===== src/rtl/i2c_pkg.sv =====
// Shared types and constants for the I2C command sequencer and its FIFOs.
package i2c_pkg;

    typedef enum logic [1:0] {
        IDLE  = 2'd0,
        ISSUE = 2'd1,
        WAIT  = 2'd2,
        RESP  = 2'd3
    } state_e;

    localparam logic RW_WRITE = 1'b0;
    localparam logic RW_READ  = 1'b1;

    localparam logic [1:0] SPEED_100K = 2'b00;
    localparam logic [1:0] SPEED_400K = 2'b01;
    localparam logic [1:0] SPEED_1M   = 2'b10;
    localparam logic [1:0] SPEED_3M4  = 2'b11;

    localparam int CMD_W = 16;
    localparam int RSP_W = 10;

    typedef struct packed {
        logic       rw;
        logic [6:0] addr;
        logic [7:0] data;
    } cmd_t;

    typedef struct packed {
        logic [7:0] data;
        logic       ack_err;
        logic       timeout;
    } rsp_t;

endpackage


===== src/rtl/i2c_sync_fifo.sv =====
// Single-clock FIFO; pointers carry an extra wrap bit to tell full from empty.
module i2c_sync_fifo #(
    parameter int WIDTH = 8,
    parameter int DEPTH = 8
) (
    input  logic             clk,
    input  logic             rst,
    input  logic             push,
    input  logic [WIDTH-1:0] din,
    output logic             full,
    input  logic             pop,
    output logic [WIDTH-1:0] dout,
    output logic             empty
);
    localparam int AW = $clog2(DEPTH);

    logic [WIDTH-1:0] mem [DEPTH];
    logic [AW:0]      wr_ptr, rd_ptr;
    logic             do_push, do_pop;

    assign full    = (wr_ptr[AW] != rd_ptr[AW]) && (wr_ptr[AW-1:0] == rd_ptr[AW-1:0]);
    assign empty   = (wr_ptr == rd_ptr);
    assign do_push = push && !full;
    assign do_pop  = pop && !empty;
    assign dout    = mem[rd_ptr[AW-1:0]];

    always_ff @(posedge clk) begin
        if (rst) begin
            wr_ptr <= '0;
            rd_ptr <= '0;
        end else begin
            if (do_push) wr_ptr <= wr_ptr + (AW+1)'(1);
            if (do_pop)  rd_ptr <= rd_ptr + (AW+1)'(1);
        end
    end

    // Storage is not reset; the pointers alone define validity.
    always_ff @(posedge clk) begin
        if (do_push) mem[wr_ptr[AW-1:0]] <= din;
    end

endmodule


===== src/rtl/i2c_cmd_sequencer.sv =====
// Queues host byte transactions, drives one at a time into the I2C master with
// a fixed strobe hold, and returns data/ack/timeout status through a response FIFO.
module i2c_cmd_sequencer
    import i2c_pkg::*;
#(
    parameter int         DEPTH         = 8,
    parameter int         START_HOLD    = 200,
    parameter int         TIMEOUT       = 50000,
    parameter logic [1:0] SPEED_DEFAULT = 2'b10
) (
    input  logic       clk,
    input  logic       rst,
    input  logic       cmd_valid,
    output logic       cmd_ready,
    input  logic       cmd_rw,
    input  logic [6:0] cmd_addr,
    input  logic [7:0] cmd_data,
    output logic       rsp_valid,
    input  logic       rsp_ready,
    output logic [7:0] rsp_data,
    output logic       rsp_ack_err,
    output logic       rsp_timeout,
    output logic       busy,
    output logic       m_write,
    output logic       m_read,
    output logic [1:0] m_speed_mode,
    output logic [6:0] m_addr,
    output logic [7:0] m_data_wr,
    input  logic [7:0] m_data_rd,
    input  logic       m_done,
    input  logic       m_ack_error
);
    localparam int HW = $clog2(START_HOLD + 1);
    localparam int TW = $clog2(TIMEOUT + 1);

    state_e        state, state_nxt;
    cmd_t          cmd_in, cmd_head;
    rsp_t          rsp_in, rsp_head;
    logic          cmd_full, cmd_empty, cmd_pop;
    logic          rsp_full, rsp_empty, rsp_push;
    logic          rw_q, done_q, done_seen, done_rise, timed_out;
    logic          ack_q, to_q;
    logic [7:0]    rd_q;
    logic [HW-1:0] hold_cnt;
    logic [TW-1:0] to_cnt;

    assign cmd_in       = {cmd_rw, cmd_addr, cmd_data};
    assign rsp_in       = {rd_q, ack_q, to_q};
    assign cmd_ready    = !cmd_full;
    assign rsp_valid    = !rsp_empty;
    assign rsp_data     = rsp_head.data;
    assign rsp_ack_err  = rsp_head.ack_err;
    assign rsp_timeout  = rsp_head.timeout;
    assign busy         = (state != IDLE) || !cmd_empty;
    assign m_speed_mode = SPEED_DEFAULT;
    assign done_rise    = m_done && !done_q;
    assign timed_out    = (to_cnt == TW'(TIMEOUT - 1));

    i2c_sync_fifo #(.WIDTH(CMD_W), .DEPTH(DEPTH)) u_cmd_fifo (
        .clk(clk), .rst(rst),
        .push(cmd_valid), .din(cmd_in), .full(cmd_full),
        .pop(cmd_pop), .dout(cmd_head), .empty(cmd_empty)
    );

    i2c_sync_fifo #(.WIDTH(RSP_W), .DEPTH(DEPTH)) u_rsp_fifo (
        .clk(clk), .rst(rst),
        .push(rsp_push), .din(rsp_in), .full(rsp_full),
        .pop(rsp_ready), .dout(rsp_head), .empty(rsp_empty)
    );

    always_ff @(posedge clk) begin
        if (rst) state <= IDLE;
        else     state <= state_nxt;
    end

    always_comb begin
        state_nxt = state;
        cmd_pop   = 1'b0;
        rsp_push  = 1'b0;
        case (state)
            IDLE: if (!cmd_empty && !rsp_full) begin
                cmd_pop   = 1'b1;
                state_nxt = ISSUE;
            end
            ISSUE: if (hold_cnt == HW'(START_HOLD)) state_nxt = WAIT;
            // A done edge seen in ISSUE, or one arriving now, beats the timeout.
            WAIT: if (done_seen || done_rise || timed_out) state_nxt = RESP;
            RESP: begin
                rsp_push  = 1'b1;
                state_nxt = IDLE;
            end
            default: state_nxt = IDLE;
        endcase
    end

    always_ff @(posedge clk) begin
        if (rst) begin
            m_write   <= 1'b0;
            m_read    <= 1'b0;
            m_addr    <= '0;
            m_data_wr <= '0;
            rw_q      <= RW_WRITE;
            done_q    <= 1'b0;
            done_seen <= 1'b0;
            hold_cnt  <= '0;
            to_cnt    <= '0;
            rd_q      <= '0;
            ack_q     <= 1'b0;
            to_q      <= 1'b0;
        end else begin
            done_q <= m_done;
            case (state)
                IDLE: if (cmd_pop) begin
                    rw_q      <= cmd_head.rw;
                    m_addr    <= cmd_head.addr;
                    m_data_wr <= (cmd_head.rw == RW_READ) ? 8'h00 : cmd_head.data;
                    hold_cnt  <= '0;
                    to_cnt    <= '0;
                    done_seen <= 1'b0;
                    rd_q      <= '0;
                    ack_q     <= 1'b0;
                    to_q      <= 1'b0;
                end
                ISSUE: begin
                    to_cnt <= to_cnt + TW'(1);
                    if (hold_cnt < HW'(START_HOLD)) begin
                        hold_cnt <= hold_cnt + HW'(1);
                        m_write  <= (rw_q == RW_WRITE);
                        m_read   <= (rw_q == RW_READ);
                    end else begin
                        m_write <= 1'b0;
                        m_read  <= 1'b0;
                    end
                    if (done_rise) begin
                        done_seen <= 1'b1;
                        rd_q      <= (rw_q == RW_READ) ? m_data_rd : 8'h00;
                        ack_q     <= m_ack_error;
                    end
                end
                WAIT: begin
                    to_cnt <= to_cnt + TW'(1);
                    if (!done_seen) begin
                        if (done_rise) begin
                            rd_q  <= (rw_q == RW_READ) ? m_data_rd : 8'h00;
                            ack_q <= m_ack_error;
                        end else if (timed_out) begin
                            to_q <= 1'b1;
                        end
                    end
                end
                default: ;
            endcase
        end
    end

endmodule


===== config.mk =====
export PLATFORM = sky130hd
export DESIGN_NAME = i2c_cmd_sequencer
export DESIGN_NICKNAME = d
export VERILOG_FILES = /design/src/rtl/i2c_pkg.sv /design/src/rtl/i2c_sync_fifo.sv /design/src/rtl/i2c_cmd_sequencer.sv
export SDC_FILE = /design/constraint.sdc
export NUM_CORES = 1
export LEC_CHECK = 0
export CAP_MARGIN = 10
export CORE_MARGIN = 10
export CORE_UTILIZATION = 55
export DETAILED_ROUTE_END_ITERATION = 8
export PLACE_DENSITY = 0.76
export SLEW_MARGIN = 10
export SYNTH_ARGS = -nofsm -noshare
export SYNTH_HDL_FRONTEND = slang
export SYNTH_HIERARCHICAL = 1
export SYNTH_SLANG_ARGS = --single-unit

===== constraint.sdc =====
create_clock -name clk -period 3.7 [get_ports clk]
set_input_delay 0.74 -clock clk [delete_from_list [all_inputs] [get_ports clk]]
set_output_delay 0.74 -clock clk [all_outputs]
set_load 0.05 [all_outputs]

==> key figures, run 1 <==
Synthesis
  • Area leader, netlist: edfxtp_1
  • Synth Area per Inst: 15.16 sq um
  • Post-synth top area share: 52.15%
  • Synth top area cells: edfxtp_1, dfxtp_1, mux4_2
  • Sequential share of the synthesized area: about two thirds
  • YS warnings: 6
  • Synthesized flop and latch total: about 290
  • Top_reg_cell synth: edfxtp_1
  • Most frequent cell after synthesis: edfxtp_1
  • Mapped Nets: between 800 and 900
  • Distinct cells, synth: 63
  • Ys async rst share: 0%
  • Synthesized cell area: around 12000 sq um
  • EDFF count, synth: 208
  • Cells after Synth: 790
  • Post-synth top cells: edfxtp_1, dfxtp_1, nand2_1, mux4_2, a21oi_1

Power
  • Clock power frac: between 30% and 40%
  • Combinational share of power: between 20% and 30%
  • Power Dens Cells: approximately 630 nW/um^2
  • Cell Int Power: 6.113 mW
  • Leakage power: 4.583 nW
  • Tot Pwr: ~8.7 mW
  • Seq pwr share: between 40% and 50%
  • Sw power: roughly 2.6 mW
  • Worst VDD drop: around 0.00063 V
  • Switching fraction of total power: 29.53%

Die
  • Die Height: between 150 and 200 microns
  • Die area: 28080 sq um
  • Starting Density: between 50% and 60%
  • Die W: 167.6 microns
  • IO Count: 62
  • Rows: 53
  • Core Region: between 20000 and 25000 sq um

Detailed routing
  • Drt initial violations: approximately 460
  • Antenna-violating nets left: 0
  • Wire per inst: 21.27 microns
  • Via/cell ratio: just over 6
  • Vias: 6961
  • Drt first pass iters: 5
  • WL final: roughly 25000 microns
  • DRC: 0

Placed design
  • Placer Congestion: 0.7973
  • Post-Place Cell Area: ~13000 sq um
  • PortBufs: 59
  • Hpwl dp: about 16000 microns
  • Cells after DPL: ~1100
  • Pre-CTS worst setup slack: 0.7039 ns

STA
  • Final max-slew violation count: 0
  • Worst slew pin tran: 1.188 ns
  • TNS Setup: 0 ns
  • # setup viols final: 0
  • Period minus WS final: approximately 3.6 ns
  • RSZ-0062 raised after global routing: no
  • Final period util: 96.26%
  • Slew headroom: between 20% and 30%
  • Clock skew: between 0.01 and 0.015 ns
  • Fmax: roughly 0.28 GHz
  • PnR worst setup slack: 0.1383 ns
  • Final Hold Fails: 0

Final layout
  • Area Overhead vs Synth: 15.71%
  • Share of cells above drive strength 1: between 20% and 30%
  • Final #Nets: between 800 and 900
  • Diodes inserted: 0
  • Final cell count without fillers: around 1200
  • Layout fillers: around 1500
  • Post-layout instance area: 13860 sq um

Clocking
  • Postcts setup bufs: 0
  • TritonCTS Sinks: between 200 and 300
  • Clk_lat worst skew: 0.54 ns
  • CTS tree: done
  • Clk buf depth: 3
  • CTS resizes: 0
  • Clock root buffer: clkbuf_16
  • Clock buffer count from CTS: 28
  • Hold-fix buffer count after cts: 0
  • Clk slew on worst S/H paths: roughly 0.060 ns
  • H-tree levels: 1

Global routing
  • Antenna violations before repair: 0
  • First-pass GRT wire length: between 30000 and 40000 microns
  • Met2 Usage GRT: a little under a third
  • Grt total ovfl: 0
  • Most Used Layer, Global Route: met2
  • Vias in the first global route: approximately 7200
  • Met3 usage: 3.090%
  • Pin count of the biggest net entering global routing: 48
  • GR Util met1: around a fifth
  • Gr usage total: ~17%

Worst setup path
  • Setup CP Type: register to output pin
  • CP Cell Sequence: xnor2_1, nand3_1, nor2_1, nand2_1, clkdlybuf4s50_1
  • CP required: 2.96 ns
  • Crit-path slowest cell: clkdlybuf4s50_1
  • Worst-path maximum fanout: 12
  • Largest delay share family, worst path: buffers and inverters
  • Max incr delay on CP: between 0.7 and 0.8 ns
  • Kind of end point of the critical path: output pin
  • Critical path launch point type: register
  • Buffers & Inverters on Critical Path: 1
  • CP arrival: between 2 and 3 ns

Min path
  • Worst hold path type: register to register

Status
  • Status: complete, no violations

Flow run
  • Max cap viols: 0
==> logic make-up after synthesis <==
logic type / after synthesis / synth area share, %
flip-flops: 286 / 65.19
other: 2 / 0.06271
AO/OA/AOI/OAI: 93 / 5.276
XOR/XNOR: 24 / 1.755
buffers and inverters: 60 / 2.434
multiplexers: 101 / 14.29
adder cells (fa/ha/maj): 11 / 1.149
AND/OR/NAND/NOR: 213 / 9.841
==> power by group through the flow <==
| stage | clock [mW] | sequential, mW | combinational [mW] |
|---|---|---|---|
| 5_1_grt | 3.04 | 3.81 | 2.19 |
| 2_1_floorplan | 0 | 3.93 | 1.39 |
| 3_3_place_gp | 0 | 3.83 | 1.98 |
| 4_1_cts | 2.92 | 3.78 | 2.05 |
| 6_report | 2.86 | 3.78 | 2.03 |
| 3_5_place_dp | 0 | 3.85 | 2.04 |
==> through the flow <==
stage	hold WS, ns	util [%]
final	0.4661	65.31
after global routing	0.4966	65.31
after CTS	0.4727	65.31
after detailed placement	0.4545	60.88
after global placement	0.4439	60.88
after floorplan	0.4520	-
==> layout by cell type (no fill, tap or decap), drive strengths merged, types with 13 or more instances in the layout <==
cell           netlist  routed
a21oi               42      42
buf                 26      24
clkbuf              20      40
clkdlybuf4s50        0      58
dfxtp               78      78
edfxtp             208     208
inv                 13      13
mux2                40      40
mux4                52      52
nand2               54      54
nand3               18      18
nor2                25      25
nor2b               17      17
nor3                13      13
or2                 13      13
xor2                14      14
==> tightest hold or removal path, cell delays in order, from the launching register on <==
cell	delay, ns
dfxtp_1	0.32
nand2_1	0.05
a21oi_1	0.05
==> sequential cells by signal, summed over array words and instances (netlist names), 2 cells and up, named ones only <==
| name | cells |
|---|---|
| u_cmd_fifo/wr_ptr | 4 |
| m_data_wr | 8 |
| rd_q | 8 |
| u_rsp_fifo/rd_ptr | 4 |
| u_rsp_fifo/mem | 80 |
| state | 2 |
| u_cmd_fifo/rd_ptr | 4 |
| u_rsp_fifo/wr_ptr | 4 |
| to_cnt | 16 |
| hold_cnt | 8 |
| m_addr | 7 |
| u_cmd_fifo/mem | 128 |
==> layer usage <==
metal	wire length (microns)	vias up
met5	0	-
met4	545	0
met3	1293	43
met2	12850	169
met1	9835	3565
li1	-	3184
==> worst paths after layout <==
kind                             start            to  slack (ns)  cells after the start
setup reg to reg  u_cmd_fifo/wr_ptr[2]    to_cnt[15]        0.69                      8
setup / recovery  u_cmd_fifo/wr_ptr[2]          busy        0.14                      5
hold / removal            m_data_wr[5]  m_data_wr[5]        0.47                      2
hold reg to reg           m_data_wr[5]  m_data_wr[5]        0.47                      2
==> layout make-up <==
type	count	area (sq um)	share of cell area, %
timing repair buffer	82	758.2	5.471
clock inverter	12	172.7	1.246
tap	275	344.1	2.483
multi-input combinational	444	3951	28.51
inverter	14	57.56	0.4153
clock buffer	40	765.7	5.525
sequential	286	7809	56.35
(Power assumes the default switching activity.)
==> run 2, diff against run 1 <==
--- a/config.mk
+++ b/config.mk
@@ -10,7 +10,8 @@
 export CORE_UTILIZATION = 55
 export DETAILED_ROUTE_END_ITERATION = 8
 export PLACE_DENSITY = 0.76
-export SLEW_MARGIN = 10
+export RECOVER_POWER = 100
+export SLEW_MARGIN = 20
 export SYNTH_ARGS = -nofsm -noshare
 export SYNTH_HDL_FRONTEND = slang
 export SYNTH_HIERARCHICAL = 1
==> run 2 against run 1 <==
Effect of this change: the flow now finishes with violations (capacitance limit, slew limit); final cell count is the same; sequential cell count stayed put; first-iteration DRC count grew 11%; global-route usage unchanged; hold slack got worse by 0.0013 ns; clock power hardly changed; design area down 1.1%; non-clock buffer count unchanged; register-to-register slack got worse by 0.26 ns; critical path type unchanged; critical endpoint is now rsp_timeout.
==> key figures, run 2 (same netlist as run 1, synthesis figures left out) <==
Placed design
  • Cells after DPL: 1101 (unchanged)
  • Pre-CTS worst setup slack: 0.7039 ns (unchanged)
  • PortBufs: 59 (unchanged)
  • Post-Place Cell Area: 12920 sq um (unchanged)
  • Placer Congestion: 0.7973 (unchanged)
  • Hpwl dp: 15660 microns (unchanged)

Final layout
  • Commonest cells after routing, fill and taps aside: edfxtp_1, dfxtp_1, nand2_1, mux4_2, a21oi_1
  • Final cell count without fillers: 1153 (unchanged)
  • Final #Nets: 897 (unchanged)
  • Most common cell after layout, fill and taps aside: edfxtp_1
  • Layout fillers: 1523 (+2.9%)
  • Post-layout instance area: 13710 sq um (-1.1%)
  • Share of cells above drive strength 1: 17.65% (-3.5 points)
  • Max reg flops: 128 (unchanged)
  • Diodes inserted: 0 (unchanged)
  • Final Util: 64.60% (-0.71 points)
  • Area Overhead vs Synth: 14.46%

Global routing
  • First-pass GRT wire length: 39410 microns (unchanged)
  • Vias in the first global route: 7203 (unchanged)
  • Grt total ovfl: 0 (unchanged)
  • Gr usage total: 17.15% (unchanged)
  • Pin count of the biggest net entering global routing: 48 (unchanged)
  • Antenna violations before repair: 1 (+1)

Clocking
  • Clk_lat worst skew: 0.54 ns (about the same)
  • H-tree levels: 1 (unchanged)
  • Clk slew on worst S/H paths: 0.06 ns (about the same)
  • Postcts setup bufs: 0 (unchanged)
  • Clock root buffer: clkbuf_16
  • Clk buf depth: 3 (unchanged)
  • Clock buffer count from CTS: 28 (unchanged)
  • CTS tree: done
  • TritonCTS Sinks: 286 (unchanged)
  • CTS resizes: 0 (unchanged)
  • Hold-fix buffer count after cts: 0 (unchanged)

Min path
  • Min-Delay Startpoint: m_data_wr[5]
  • Hold Path End: m_data_wr[5]
  • Worst hold path type: register to register
  • WHS Path Cells: 2 (unchanged)

Power
  • Worst VDD drop: 0.0006270 V (-1.2%)
  • Combinational share of power: 22.9% (-0.5 points)
  • Tot Pwr: 8.620 mW (-0.63%)
  • Leakage power: 4.550 nW (-0.71%)
  • Power Dens Cells: 628.8 nW/um^2 (+0.45%)
  • Seq pwr share: 43.9% (+0.3 points)
  • Clock power frac: 33.2% (+0.2 points)
  • Sw power: 2.549 mW (-0.51%)
  • Cell Int Power: 6.071 mW (-0.68%)
  • Switching fraction of total power: 29.57% (+0.035 points)

Status
  • Status: finished, violations left
  • Failing checks: capacitance limit, slew limit

STA
  • Final max-slew violation count: 70 (+70)
  • Final Hold Fails: 0 (unchanged)
  • Fmax: 0.2811 GHz (+0.13%)
  • RSZ-0062 raised after global routing: no
  • # setup viols final: 0 (unchanged)
  • PnR worst setup slack: 0.1431 ns (+0.004778 ns)
  • WHS: 0.4647 ns (-0.001323 ns)
  • Period minus WS final: 3.557 ns (-0.004778 ns)
  • TNS Setup: 0 ns (unchanged)
  • Worst slew pin tran: 1.901 ns (+0.7130 ns)
  • Clock skew: 0.01654 ns (+0.002238 ns)
  • Slew headroom: -26.73% (-47 points)
  • Final period util: 96.13% (-0.13 points)

Worst setup path
  • Worst-path maximum fanout: 20 (+8)
  • Crit Reg-Reg Endpoint: to_cnt[7]
  • Kind of end point of the critical path: output pin
  • CP arrival: 2.82 ns (about the same)
  • CP required: 2.96 ns (about the same)
  • Setup CP Type: register to output pin
  • Critical path launch point type: register
  • R2R setup slack: 0.43 ns (-0.26 ns)
  • R2R depth: 8 (unchanged)
  • Reg-to-reg critical path startpoint: u_rsp_fifo/wr_ptr[2]

Detailed routing
  • Via/cell ratio: 6.014 (-0.39%)
  • Drt initial violations: 513 (+11%)
  • Drt first pass iters: 4 (-1)
  • DRC: 0 (unchanged)
  • WL final: 24540 microns (about the same)
  • Vias: 6934 (-0.39%)
  • Antenna-violating nets left: 0 (unchanged)
  • Wire per inst: 21.28 microns (about the same)

Die
  • Starting Density: 56.44% (unchanged)
  • Die area: 28080 sq um (unchanged)
  • Core Region: 21220 sq um (unchanged)
  • IO Count: 62 (unchanged)
  • Rows: 53 (unchanged)
  • Die W: 167.6 microns (unchanged)
  • Die Height: 167.6 microns (unchanged)

Flow run
  • Max cap viols: 3 (+3)
==> run 2: cell types whose count changed in the layout (fill, tap and decap cells not counted), moves of 3 or more <==
cell / change
buf_4: -17
clkbuf_1: +17
clkdlybuf4s50_1: -36
dlygate4sd3_1: +36
nor3_1: +4
nor3_2: -3
nor4b_1: +4
nor4b_2: -4
==> run 2: final cells by class <==
cell class | count | area [sq um] | area share [%]
sequential | 286 | 7809 | 56.96
multi-input combinational | 444 | 3862 | 28.18
clock buffer | 40 | 765.7 | 5.586
timing repair buffer | 82 | 696.9 | 5.084
tap | 275 | 344.1 | 2.510
clock inverter | 12 | 172.7 | 1.260
inverter | 14 | 57.56 | 0.4199
==> run 2: worst max-delay path by stage <==
| stage | end | slack [ns] | depth (start not counted) |
|---|---|---|---|
| after detailed placement | busy | 0.70 | 5 |
| after global placement | rsp_timeout | 0.76 | 4 |
| final | rsp_timeout | 0.14 | 4 |
| after CTS | busy | 0.09 | 5 |
| after global routing | rsp_timeout | 0.02 | 4 |
| after floorplan | u_cmd_fifo/mem[3][0] | 0.67 | 4 |
==> run 2: per-layer routing <==
metal	up-vias	global-route usage, %	wire length [microns]
li1	3183	-	-
met1	3508	20.95	9817
met2	191	30.31	12750
met3	50	3.090	1300
met4	2	5.072	652
met5	-	0	13
==> run 2: critical path, stage by stage, from the launching register on <==
cell and delay (ns):
dfxtp_1 0.31, clkbuf_4 0.40, mux4_2 0.56, mux2_2 0.29
clkdlybuf4s50_1 0.71
==> run 2: power by group through the flow <==
stage	Sequential [mW]	Combinational [mW]	Clock [mW]
floorplan	3.93	1.39	0
global placement	3.83	1.98	0
detailed placement	3.85	2.04	0
CTS	3.78	2.05	2.92
global route	3.80	2.14	3.04
finish	3.78	1.98	2.86
==> RTL edit, RTL diff (config.mk and constraints of run 2) <==
Set the parameter `START_HOLD` to 400 (it was 200).
--- a/src/rtl/i2c_cmd_sequencer.sv
+++ b/src/rtl/i2c_cmd_sequencer.sv
@@ -6,3 +6,3 @@
     parameter int         DEPTH         = 8,
-    parameter int         START_HOLD    = 200,
+    parameter int         START_HOLD    = 400,
     parameter int         TIMEOUT       = 50000,
Check against the original RTL: no difference found for any inputs over 10 cycles, from zero or initial values and one cycle with rst high; that may be too few to reach the edited logic, so the function may still have changed.
==> RTL edit against run 2 <==
  * The run still ends with capacitance limit, slew limit left
  * Worst setup slack improved by 0.046 ns
  * Routed wire length rose by 0.91%
  * Sequential cell count rose by 1
  * Final area barely moved
  * Critical path type unchanged
  * Power fell by 1.3%
  * Area after synthesis rose by 0.39%
  * Critical path depth did not move
==> RTL edit: results <==
[pwr]
p_int_mw = 5.89
pg_seq_mw = 3.79
p_per_area_nw_per_um2 = 621
comb-power_mw = 2.11
ir_drop_v = 0.000407
leakagePower_nw = 4.46

[synth]
syn_nets = 832
synthAdderAreaFrac = 0.0114
synth_compound_area_frac = 0.0527
ys_top_cells_by_area = "edfxtp_1 (52%), dfxtp_1 (13%), mux4_2 (9.7%)"
synth_cell_types = 58
muxShareOfSynthArea = 0.146
yosys.area_share.xor_xnor = 0.0160
synth.yosys.seq_area_share = 0.651
synth_commonest_cells = "edfxtp_1 (208), dfxtp_1 (79), nand2_1 (58), mux4_2 (52), a21oi_1 (43)"

[global_routing]
antenna_found_initial = 0
grt_pass1_vias = 7181
grt_pass1_wl_um = 39400
grt_util_all_layers = 0.172
grt_max_degree = 46

[placed_design]
dp_cells = 1110
gp_congestion = 0.845
hpwl_um = 16200
placed_cell_area_um2 = 13000

[routing]
vias_per_cell = 5.99
wl_um = 24800
drtPass1Iterations = 5
drt-initial-drc-count = 516

[final_layout]
drive_gt1_frac = 0.160
nets = 901
final_cells = 1162
largest_reg_flops = 128
fill_cells = 1518
fin_util = 0.631

[timing]
hold_ws_ns = 0.465
slew-limit-headroom = -0.384
drv_slew = 68
clock_skew_ns = 0.0154

[min_path]
hold_path_startpoint = "m_data_wr[1]$_SDFFE_PP0P_"

[job]
maxCapViolCount = 3

[setup_path]
reg2reg_to = "done_seen$_SDFFE_PP0P_"
rrSetupSlack_ns = 0.27
arrival_ns = 2.77

[outcome]
status = "complete, but fails checks"
violations = "capacitance limit, slew limit"
[RTL edit: cell count changes in the layout (fill, tap and decap cells not counted), sizes merged, moves of 4 or more]
cell	delta
nand4	+15
or2	-8
inv	+6
bufinv	-4
clkbuf	+4
mux2i	+4
nand2	+4
nand3	-4
o211ai	-4
[RTL edit: logic make-up after synthesis]
| group | Yosys count |
|---|---|
| multiplexers | 105 |
| buffers and inverters | 64 |
| XOR/XNOR | 22 |
| other | 2 |
| AND/OR/NAND/NOR | 212 |
| flip-flops | 287 |
| adder cells (fa/ha/maj) | 11 |
| AO/OA/AOI/OAI | 88 |
[RTL edit: cell type report]
| cell class | instances | area share |
|---|---|---|
| clock buffer | 42 | 0.0580 |
| timing repair buffer | 85 | 0.0517 |
| clock inverter | 10 | 0.00411 |
| tap | 280 | 0.0256 |
| multi-input combinational | 440 | 0.284 |
| inverter | 18 | 0.00493 |
| sequential | 287 | 0.572 |
[RTL edit: how the worst max path moves through the flow]
stage,startpoint,to,slack (ns),cells after the start
after floorplan,u_cmd_fifo/wr_ptr[0]$_SDFFE_PP0P_,u_cmd_fifo/mem[3][0]$_DFFE_PP_,0.67,4
after global placement,flop,rsp_data[1],0.77,4
after detailed placement,u_cmd_fifo/wr_ptr[2]$_SDFFE_PP0P_,to_cnt[14]$_SDFFE_PP0P_,0.62,7
after CTS,u_cmd_fifo/wr_ptr[2]$_SDFFE_PP0P_,busy,0.10,5
after global routing,flop,rsp_timeout,0.05,4
final,flop,rsp_data[4],0.19,4
[RTL edit: metal layers]
metal / wire (um) / vias up / GRT usage
met2: 12800 / 205 / 0.301
li1: - / 3213 / -
met3: 1540 / 34 / 0.0328
met4: 448 / 0 / 0.0443
met1: 9950 / 3513 / 0.214
met5: 0 / - / 0
